==> config.mk <==
export PLATFORM = sky130hd
export DESIGN_NAME = dac_comp_sweep
export DESIGN_NICKNAME = d
export VERILOG_FILES = /design/src/rtl/dac_comp_sweep.sv
export SDC_FILE = /design/constraint.sdc
export NUM_CORES = 1
export LEC_CHECK = 0
export ABC_AREA = 1
export ABC_CLOCK_PERIOD_IN_PS = 2600
export CORE_MARGIN = 10
export CORE_UTILIZATION = 25
export DETAILED_ROUTE_END_ITERATION = 10
export MAX_ROUTING_LAYER = met4
export PLACE_DENSITY = 0.52
export SYNTH_ARGS = -nofsm -noshare
export SYNTH_HDL_FRONTEND = slang
export SYNTH_SLANG_ARGS = --single-unit
==> constraint.sdc <==
create_clock -name clk -period 2.6 [get_ports clk]
set_clock_uncertainty 0.05 [all_clocks]
set_input_delay 0.39 -clock clk [delete_from_list [all_inputs] [get_ports clk]]
set_output_delay 0.39 -clock clk [all_outputs]
set_load 0.1 [all_outputs]
==> src/rtl/dac_comp_sweep.sv <==
// dac_comp_sweep: sweeps a first-order sigma-delta DAC code and reports the first comparator flip.
// Define DAC_COMP_SWEEP_AVG_EN for a 3-capture majority-vote SAMPLE phase.
module dac_comp_sweep #(
  parameter int WIDTH  = 8,
  parameter int CH     = 2,
  parameter int SETTLE = 4
) (
  input  logic                  clk,
  input  logic                  rst_n,
  input  logic                  start,
  input  logic [$clog2(CH)-1:0] ch_sel,
  input  logic [WIDTH-1:0]      code_lo,
  input  logic [WIDTH-1:0]      code_hi,
  input  logic [CH-1:0]         cmp_in,
  output logic [CH-1:0]         dac_p,
  output logic [CH-1:0]         dac_m,
  output logic                  busy,
  output logic                  res_valid,
  input  logic                  res_ready,
  output logic [WIDTH-1:0]      res_code,
  output logic                  res_found
);
  localparam int SW = $clog2(CH);
  localparam int CW = $clog2(SETTLE + 1);

  typedef enum logic [1:0] {S_IDLE, S_SETTLE, S_SAMPLE, S_REPORT} state_t;

  state_t           state, state_nxt;
  logic [CW-1:0]    cnt;
  logic [WIDTH-1:0] code, hi_q, acc;
  logic [WIDTH:0]   sum;
  logic [SW-1:0]    sel_q;
  logic             up, first, ref_q;
  logic             active, sel_ok, d_raw, d, smp_last, trip, at_hi;

  assign active = (state == S_SETTLE) || (state == S_SAMPLE);
  assign sel_ok = (32'(ch_sel) < CH);
  assign d_raw  = cmp_in[sel_q];
  assign trip   = !first && (d != ref_q);
  assign at_hi  = (code == hi_q);
  assign busy      = (state != S_IDLE);
  assign res_valid = (state == S_REPORT);

`ifdef DAC_COMP_SWEEP_AVG_EN
  logic [1:0] smp_cnt;
  logic [1:0] cap;

  assign smp_last = (smp_cnt == 2'd2);
  // Majority of the two stored captures and the live third one.
  assign d = (cap[0] & cap[1]) | (cap[0] & d_raw) | (cap[1] & d_raw);

  always_ff @(posedge clk) begin
    if (!rst_n) begin
      smp_cnt <= 2'd0;
      cap     <= 2'b00;
    end else if (state == S_SAMPLE) begin
      smp_cnt <= smp_last ? 2'd0 : smp_cnt + 2'd1;
      if (!smp_last) cap[smp_cnt[0]] <= d_raw;
    end else begin
      smp_cnt <= 2'd0;
    end
  end
`else
  assign smp_last = 1'b1;
  assign d        = d_raw;
`endif

  // Carry out of acc + code is the bitstream; density is code / 2^WIDTH.
  assign sum = {1'b0, acc} + {1'b0, code};

  always_comb begin
    dac_p = '0;
    dac_m = '0;
    if (active) begin
      dac_p[sel_q] = sum[WIDTH];
      dac_m[sel_q] = ~sum[WIDTH];
    end
  end

  always_comb begin
    state_nxt = state;
    case (state)
      S_IDLE:   if (start) state_nxt = sel_ok ? S_SETTLE : S_REPORT;
      S_SETTLE: if (cnt == CW'(SETTLE - 1)) state_nxt = S_SAMPLE;
      S_SAMPLE: if (smp_last) state_nxt = (trip || at_hi) ? S_REPORT : S_SETTLE;
      S_REPORT: if (res_ready) state_nxt = S_IDLE;
      default:  state_nxt = S_IDLE;
    endcase
  end

  always_ff @(posedge clk) begin
    if (!rst_n) begin
      state     <= S_IDLE;
      cnt       <= '0;
      code      <= '0;
      hi_q      <= '0;
      acc       <= '0;
      sel_q     <= '0;
      up        <= 1'b0;
      first     <= 1'b0;
      ref_q     <= 1'b0;
      res_code  <= '0;
      res_found <= 1'b0;
    end else begin
      state <= state_nxt;
      if (active) acc <= sum[WIDTH-1:0];
      case (state)
        S_IDLE: if (start) begin
          code  <= code_lo;
          hi_q  <= code_hi;
          up    <= (code_lo <= code_hi);
          sel_q <= ch_sel;
          first <= 1'b1;
          cnt   <= '0;
          acc   <= '0;
          if (!sel_ok) begin
            res_code  <= code_lo;
            res_found <= 1'b0;
          end
        end
        S_SETTLE: cnt <= cnt + CW'(1);
        S_SAMPLE: if (smp_last) begin
          cnt   <= '0;
          first <= 1'b0;
          if (first) ref_q <= d;
          if (trip) begin
            res_found <= 1'b1;
            res_code  <= code;
          end else if (at_hi) begin
            res_found <= 1'b0;
            res_code  <= hi_q;
          end else begin
            code <= up ? code + WIDTH'(1) : code - WIDTH'(1);
          end
        end
        default: ;
      endcase
    end
  end
endmodule

# Word level (Yosys, flattened, before mapping)
# Index checks and enable logic that the tools add are counted.
# totals
ff_bits,42
output_inout_bits,15
# classes
addsub,4
magnitude_cmp,3
n_eq_ne,11
n_mux,27
n_bitwise,3
n_reduce_logical,17
# op_table
cell,count
$mux 8,9
$pmux 8 s2,1
$mux 2,6
$reduce_and 2->1,5
$add 8x8->9,1
$pmux 3 s3,1
$add 8x1->8 const B,1
$eq 8x8->1,1
$le 8x8->1,1
$pmux 2 s4,1
$sub 8x1->8 const B,1
$mux 1,6
$ne 2x2->1 const B,3
$reduce_bool 2->1,3
$and 2x2->2,2
$eq 2x2->1 const B,2
$ne 2x1->1 const B,2
$reduce_and 4->1,1
$add 3x1->3 const B,1
$eq 3x2->1 const B,1
$mux 3,1
$reduce_and 3->1,1
$reduce_bool 3->1,1
$eq 2x1->1 const B,1
other kinds (10),12

# Longest topological paths before layout
# Gate-level depths: netlist (run 1).
# logic_depth
word_depth,7
mapped_depth,11
mapped_depth_nobuf,11

# Worst setup path after synthesis (run 1)
# No wires, ideal clock.
# synth_timing
path_type,reg2out
start,register code[0]
end,output dac_p[1]
arrival_time_ps,2798
required_time_ps,2160
setup_slack_ps,-638
path_stages_with_launch,10
cell_sequence,dfxtp_1 -> ha_1 -> fa_1 -> nand3_1 -> nand2_1 -> a21oi_1 -> nor2_1 -> nor2_1 -> o21bai_1 -> nor2b_1
# synth_via
elab_chain_len,3
# synth_rtl
element,line_no,rtl
from (decl),30,"logic [WIDTH-1:0] code, hi_q, acc;"
from (signal assigned),109,code <= code_lo;
from (signal assigned),133,code <= up ? code + WIDTH'(1) : code - WIDTH'(1);
$add 8x8->9,69,"assign sum = {1'b0, acc} + {1'b0, code};"
$and 2x2->2 (no source line),-,
$mux 2,74,if (active) begin
to (decl),15,"output logic [CH-1:0] dac_p,"
# Every way passes these cells.

# Final worst setup path (run 1)
# layout_timing
start,register code[0]
end,output dac_m[1]
# layout_via
elab_chain_len,4
# layout_rtl
element,line_no,rtl
$add 8x8->9,69,
$not 1->1,76,dac_m[sel_q] = ~sum[WIDTH];
$and 2x2->2 (no source line),-,
$mux 2,74,
to (decl),16,"output logic [CH-1:0] dac_m,"
# Every way passes these cells.

==> reports/qor.yml, run 1 <==
drive_above_1_share_pct: 11.6
ys_top_cells_by_area: "dfxtp_1 (30%), nand2_1 (13%), ha_1 (12%)"
clock-sinks: 42
p_per_area_nw_per_um2: 1140
drt_iter0_markers: 211
fmax_ghz: 0.395
leakagePower_nw: 1.79
post-route-util_pct: 33.3
die_x_um: 127
drtPass1Iterations: 4
grt_pass1_wl_um: 13000
die_h_um: 127
crit_required_ns: 2.16
synth_area_per_cell_um2: 6.61
wl_met1_um: 3590
initial_core_util_pct: 25.9
cap_viol_max_count: 0
area_delta_synth_final_pct: 28.5
n_fill_cell: 1185
htreeDepth: 2
finalHoldViolCount: 0
synthDistinctLibCells: 34
slew_viol_final: 0
cts_tree: "done"
ant_nets: 0
holdWs_ns: 0.422
grt_max_degree: 20
syn-instance-count: 430
grt_overflow: 0
synthArstFlopShare_pct: 0
synth-simple-area-share_pct: 27.3
yosys.area.top_type_share_pct: 29.6
synth-xor-area-share_pct: 2.46
drc: 0
start_kind: "flip-flop"
synth_flop_cell: "dfxtp_1"
antenna_cells: 0
avgViaCountPerCell: 4.48
maxSlewHeadroom_pct: 67.1
dieArea_um2: 16000
end_kind: "output port"
synth-edff-count: 0
core.rowCount: 38
boundaryPins: 38
gp_congestion: 0.828
synth.area.mux_share_pct: 0
fin_nets: 528
setup_violations: 0
crit_type: "flip-flop to output port"
ys_warn_count: 0
top_layer: "met4"
dp_hpwl_um: 6270
clk_pin_slew_ns: 0.06
met3WireLength_um: 224
syn_nets: 483
synth_compound_area_share_pct: 16.9
max-vdd-ir-drop_v: 0.000479
cts_buffers: 5
routed_wire_length_per_instance_um: 12.7
worst_pin_slew_ns: 0.493
antenna_found_initial: 0
grt_usage_pct: 9.89
ys_ff_latch: 42
grt_pass1_vias: 2692
rsz0062_at_grt: "true"
port_buffers: 37
yosysSeqAreaShare_pct: 29.6
vias: 2762
wl_met2_um: 3850
period_needed_ns: 2.53
clk_latency_ns: 0.28
netlist_area_um2: 2840
synthAdderAreaFrac_pct: 13.7
status: "finished, final reports clean"
root_buffer: "clkbuf_16"
hold_class: "flip-flop to flip-flop"
synth_top_family_by_area: "simple AND/OR/NAND/NOR gates"
cp_max_fo: 4
coreArea_um2: 11000
yosys.area.top_type: "dfxtp_1"
cts_max_path_buffers: 2
routed_wl_um: 7800
fin_crit_sh_pct: 97.3
cp.arrival_ns: 2.09
-- cell usage in the layout, fill, tap and decap left out, types with 2 or more instances in the layout --
| cell type | n |
|---|---|
| clkbuf_16 | 5 |
| buf_12 | 4 |
| a211oi_1 | 3 |
| buf_4 | 20 |
| ha_1 | 26 |
| o21ai_1 | 2 |
| nor2_1 | 54 |
| nand4_1 | 2 |
| a21oi_2 | 2 |
| nand2_1 | 96 |
| nor2_2 | 3 |
| inv_1 | 63 |
| a21oi_1 | 35 |
| o21ai_0 | 43 |
| dfxtp_2 | 2 |
| clkbuf_1 | 2 |
| xnor2_1 | 2 |
| nor3_1 | 3 |
| nand2_2 | 2 |
| dfxtp_1 | 40 |
| xor2_1 | 6 |
| inv_2 | 3 |
| nand3_1 | 16 |
| clkdlybuf4s50_1 | 22 |
| ha_4 | 2 |
| nand3_2 | 3 |
-- path summary, 6_finish.rpt --
path                            slack (ns)                    to  cells past startpoint                 start
worst max-delay path                  0.07              dac_m[1]                     10  code[0]$_SDFFE_PN0P_
worst min-delay path                  0.42   cnt[2]$_SDFFE_PN0P_                      2   cnt[2]$_SDFFE_PN0P_
worst min register to register        0.42   cnt[2]$_SDFFE_PN0P_                      2   cnt[2]$_SDFFE_PN0P_
worst max register to register        0.54  code[3]$_SDFFE_PN0P_                      9       up$_SDFFE_PN0P_
-- registers in the layout (all words and copies together), names as in the netlist, 2 cells and up --
| name | cells |
|---|---|
| acc | 8 |
| cnt | 3 |
| code | 8 |
| hi_q | 8 |
| res_code | 8 |
| state | 2 |
-- per-layer routing --
metal | vias to the layer above | GRT usage, %
met3 | 9 | 1.75
met2 | 33 | 17.6
li1 | 1462 | -
met1 | 1258 | 11.2
met5 | - | -
met4 | 0 | 2.55
-- logic make-up (layout without fill, tap and decap cells) --
family	count (synthesis)	count (layout)
AOI/OAI and AO/OA	90	90
xor gates and xnor gates	8	8
adders and majority gates	30	30
buffers and inverters	74	120
DFF	42	42
and+or+nand+nor	186	186
-- per-stage QoR --
| step | TNS [ns] | total power [W] | setup WS, ns | cells | cell area, µm² |
|---|---|---|---|---|---|
| global route | -0.0795 | 0.00455 | -0.0445 | 616 | 3650 |
| CTS | 0 | 0.00416 | 0.00580 | 614 | 3610 |
| global placement | 0 | 0.00340 | 0.227 | 606 | 3430 |
| floorplan | -0.384 | 0.00281 | -0.192 | 430 | 2860 |
| finish | 0 | 0.00416 | 0.0696 | 616 | 3650 |
| detailed placement | 0 | 0.00343 | 0.191 | 606 | 3430 |
-- cells in the mapped netlist, drive strengths merged, types with 2 or more instances --
master	number
nand2	98
inv	66
nor2	58
o21ai	46
dfxtp	42
a21oi	37
ha	28
nand3	19
clkbuf	6
xor2	6
a211oi	3
nand4	3
nor3	3
and2	2
buf	2
fa	2
xnor2	2
-- repair_timing --
action,in CTS,in global routing
pin swaps,1,3
gates resized for setup,4,7
buffers inserted,0,2
setup endpoints to repair,4,4
hold endpoints to repair,0,0
hold buffers,0,0
-- power by group --
part           internal (W)  switching, W
logic              0.000817       0.00161
registers          0.000851      0.000179
clock network      0.000454      0.000250
-- worst max-delay path, cell delays in order (launching register included) --
cell and delay, ns:
dfxtp_2 0.34, ha_4 0.17, fa_2 0.36, nand3_2 0.08
nand2_2 0.07, a21oi_2 0.15, nor2_1 0.07, nor2_1 0.13
o21bai_2 0.12, nor2_2 0.14, buf_12 0.19
-- layout make-up --
type                            count  area, µm²  share of cell area, %
Multi-Input combinational cell    314       1780                   48.6
Tap cell                          140        175                   4.79
Sequential cell                    42        843                   23.1
Clock buffer                        7        133                   3.63
Inverter                           66        248                   6.78
Timing Repair Buffer               46        450                   12.3
Clock inverter                      1       30.0                  0.822
Power figures use the tool's default switching activity.
==> run 2: changes to the inputs <==
Settings changed: HOLD_SLACK_MARGIN set to 0.15.
==> results of run 2 <==
No change in the layout: final DEF, timing and power equal those of run 1.
==> run 3: changes to the inputs <==
Settings changed: CORE_UTILIZATION 25 to 54, GPL_TIMING_DRIVEN set to 0, PLACE_DENSITY 0.52 to 0.88.
==> reports/qor.yml, run 3 (synthesis results as in run 1) <==
avgViaCountPerCell: 5.51  # +23%
cp_max_fo: 4  # unchanged
area_delta_synth_final_pct: 26.1
worst_pin_slew_ns: 0.986  # +0.493 ns
gp_congestion: 0.886  # +7.0%
status: "finished, violations left"
leakagePower_nw: 1.74  # -2.4%
rsz0062_at_grt: "true"
htreeDepth: 2  # unchanged
cts_max_path_buffers: 2  # unchanged
ant_nets: 0  # unchanged
crit_type: "flip-flop to output port"
stdcell_count: 550  # -11%
antenna_cells: 0  # unchanged
port_buffers: 37  # unchanged
final_common_cell: "nand2_1"
maxSlewHeadroom_pct: 34.1  # -33 points
seq_area_um2: 850  # +0.74%
n_fill_cell: 394  # -67%
vias: 3029  # +9.7%
clk_latency_ns: 0.30  # +0.02 ns
boundaryPins: 38  # unchanged
fin_crit_sh_pct: 102  # +4.9 points
drc: 0  # unchanged
drtPass1Iterations: 5  # +1
grt_usage_pct: 19.1  # +9.2 points
clock-sinks: 42  # unchanged
cp_common_cell: "nor2_2"
grt_max_degree: 13  # -35%
critical_path.max_stage_delay_ns: 0.36  # about the same
cts_buffers: 5  # unchanged
crit_buf_inv: 1  # unchanged
fin_tns_setup_ns: -0.0596  # -0.0596 ns
routed_wire_length_per_instance_um: 15.1  # +19%
drive_above_1_share_pct: 10.2  # -1.3 points
fin_nets: 533  # +0.95%
multi_input_area_um2: 1800  # +1.6%
root_buffer: "clkbuf_8"
finalHoldViolCount: 0  # unchanged
grt_pass1_wl_um: 13300  # +2.3%
core.rowCount: 26  # -32%
setup_slack_ns: -0.0571  # -0.127 ns
grt_overflow: 0  # unchanged
final_cell_mix: "nand2_1 (96), inv_1 (63), nor2_1 (53)"
fmax_ghz: 0.376  # -4.8%
cap_viol_max_count: 0  # unchanged
period_needed_ns: 2.66  # +0.127 ns
setup_violations: 3  # +3
place_ws_ns: -0.983  # -1.17 ns
crit_required_ns: 2.16  # about the same
p_per_area_nw_per_um2: 1140  # +0.50%
coreArea_um2: 5110  # -53%
slowest_stage: "dfxtp_4"
dp_hpwl_um: 5860  # -6.6%
cts_tree: "done"
initial_core_util_pct: 55.7  # +30 points
slew_viol_final: 0  # unchanged
dp_cells: 537  # -11%
hold_class: "flip-flop to flip-flop"
drt_iter0_markers: 216  # +2.4%
path_cells: "ha_4 > fa_2 > nand3_2 > nand2_2 > a21oi_2 > nor2_2 > nor2_1 > o21bai_2 > nor2_2 > buf_12"
max-vdd-ir-drop_v: 0.000596  # +24%
start_kind: "flip-flop"
end_kind: "output port"
dieArea_um2: 8570  # -47%
cpLargestDelayFamily: "simple AND/OR/NAND/NOR gates"
die_x_um: 92.6  # -27%
finalPower_w: 0.00411  # -1.4%
cp.arrival_ns: 2.22  # +0.13 ns
die_h_um: 92.6  # -27%
grt_pass1_vias: 2973  # +10%
violations: "setup timing"
routed_wl_um: 8320  # +6.7%
clk_pin_slew_ns: 0.07  # about the same
antenna_found_initial: 0  # unchanged
==> run 3: final timing paths <==
kind / slack [ns] / cells past startpoint / to / startpoint
worst max-delay path: -0.06 / 10 / dac_m[0] / code[0]$_SDFFE_PN0P_
worst min register to register: 0.42 / 2 / cnt[2]$_SDFFE_PN0P_ / cnt[2]$_SDFFE_PN0P_
worst max register to register: 0.51 / 8 / code[2]$_SDFFE_PN0P_ / state[0]$_SDFFE_PN0P_
worst min-delay path: 0.42 / 2 / cnt[2]$_SDFFE_PN0P_ / cnt[2]$_SDFFE_PN0P_
==> run 3: area by class of cell <==
cell class,count,share of cell area (%)
multi-input combinational,314,50.3
sequential,42,23.7
timing repair buffer,43,12.5
inverter,66,6.91
tap,70,2.44
clock buffer,6,2.30
buffer,8,1.05
clock inverter,1,0.837
==> run 3: what timing repair did <==
item	in CTS	in global routing
gates resized for setup	44	10
buffers inserted	3	3
endpoints found under the setup margin	5	4
cloned	0	0
pin swaps	7	7
hold buffers	0	0
==> run 3: where the power goes <==
part / leakage (nW) / internal [W] / switching, W / total [W]
Sequential: 0.347 / 0.000854 / 0.000223 / 0.00108
Clock: 0.0573 / 0.000307 / 0.000220 / 0.000528
Combinational: 1.34 / 0.000836 / 0.00167 / 0.00250
Total: 1.74 / 0.00200 / 0.00211 / 0.00411
==> run 3: per-stage QoR <==
stage | util [%] | cell area [µm²] | hold WS [ns]
global route | 70.2 | 3590 | 0.440
finish | 70.2 | 3590 | 0.416
floorplan | - | 2860 | 0.385
global placement | 64.9 | 3320 | 0.399
detailed placement | 64.9 | 3320 | 0.403
CTS | 68.8 | 3510 | 0.414
==> run 3: metal layers <==
layer  part of all wire [%]  track usage (%)  vias to the layer above
met4                    3.4             8.10                        0
met3                    7.2             4.76                       37
met1                     41             21.3                     1380
met5                      0                -                        -
li1                       -                -                     1475
met2                     49             31.6                      137
==> run 3: worst register-to-register path, stage by stage (launching register included) <==
cell     delay, ns
dfxtp_1       0.36
inv_1         0.10
ha_1          0.37
inv_2         0.16
o21ai_1       0.36
inv_1         0.10
nor2_2        0.28
nand2_1       0.10
a21oi_1       0.13
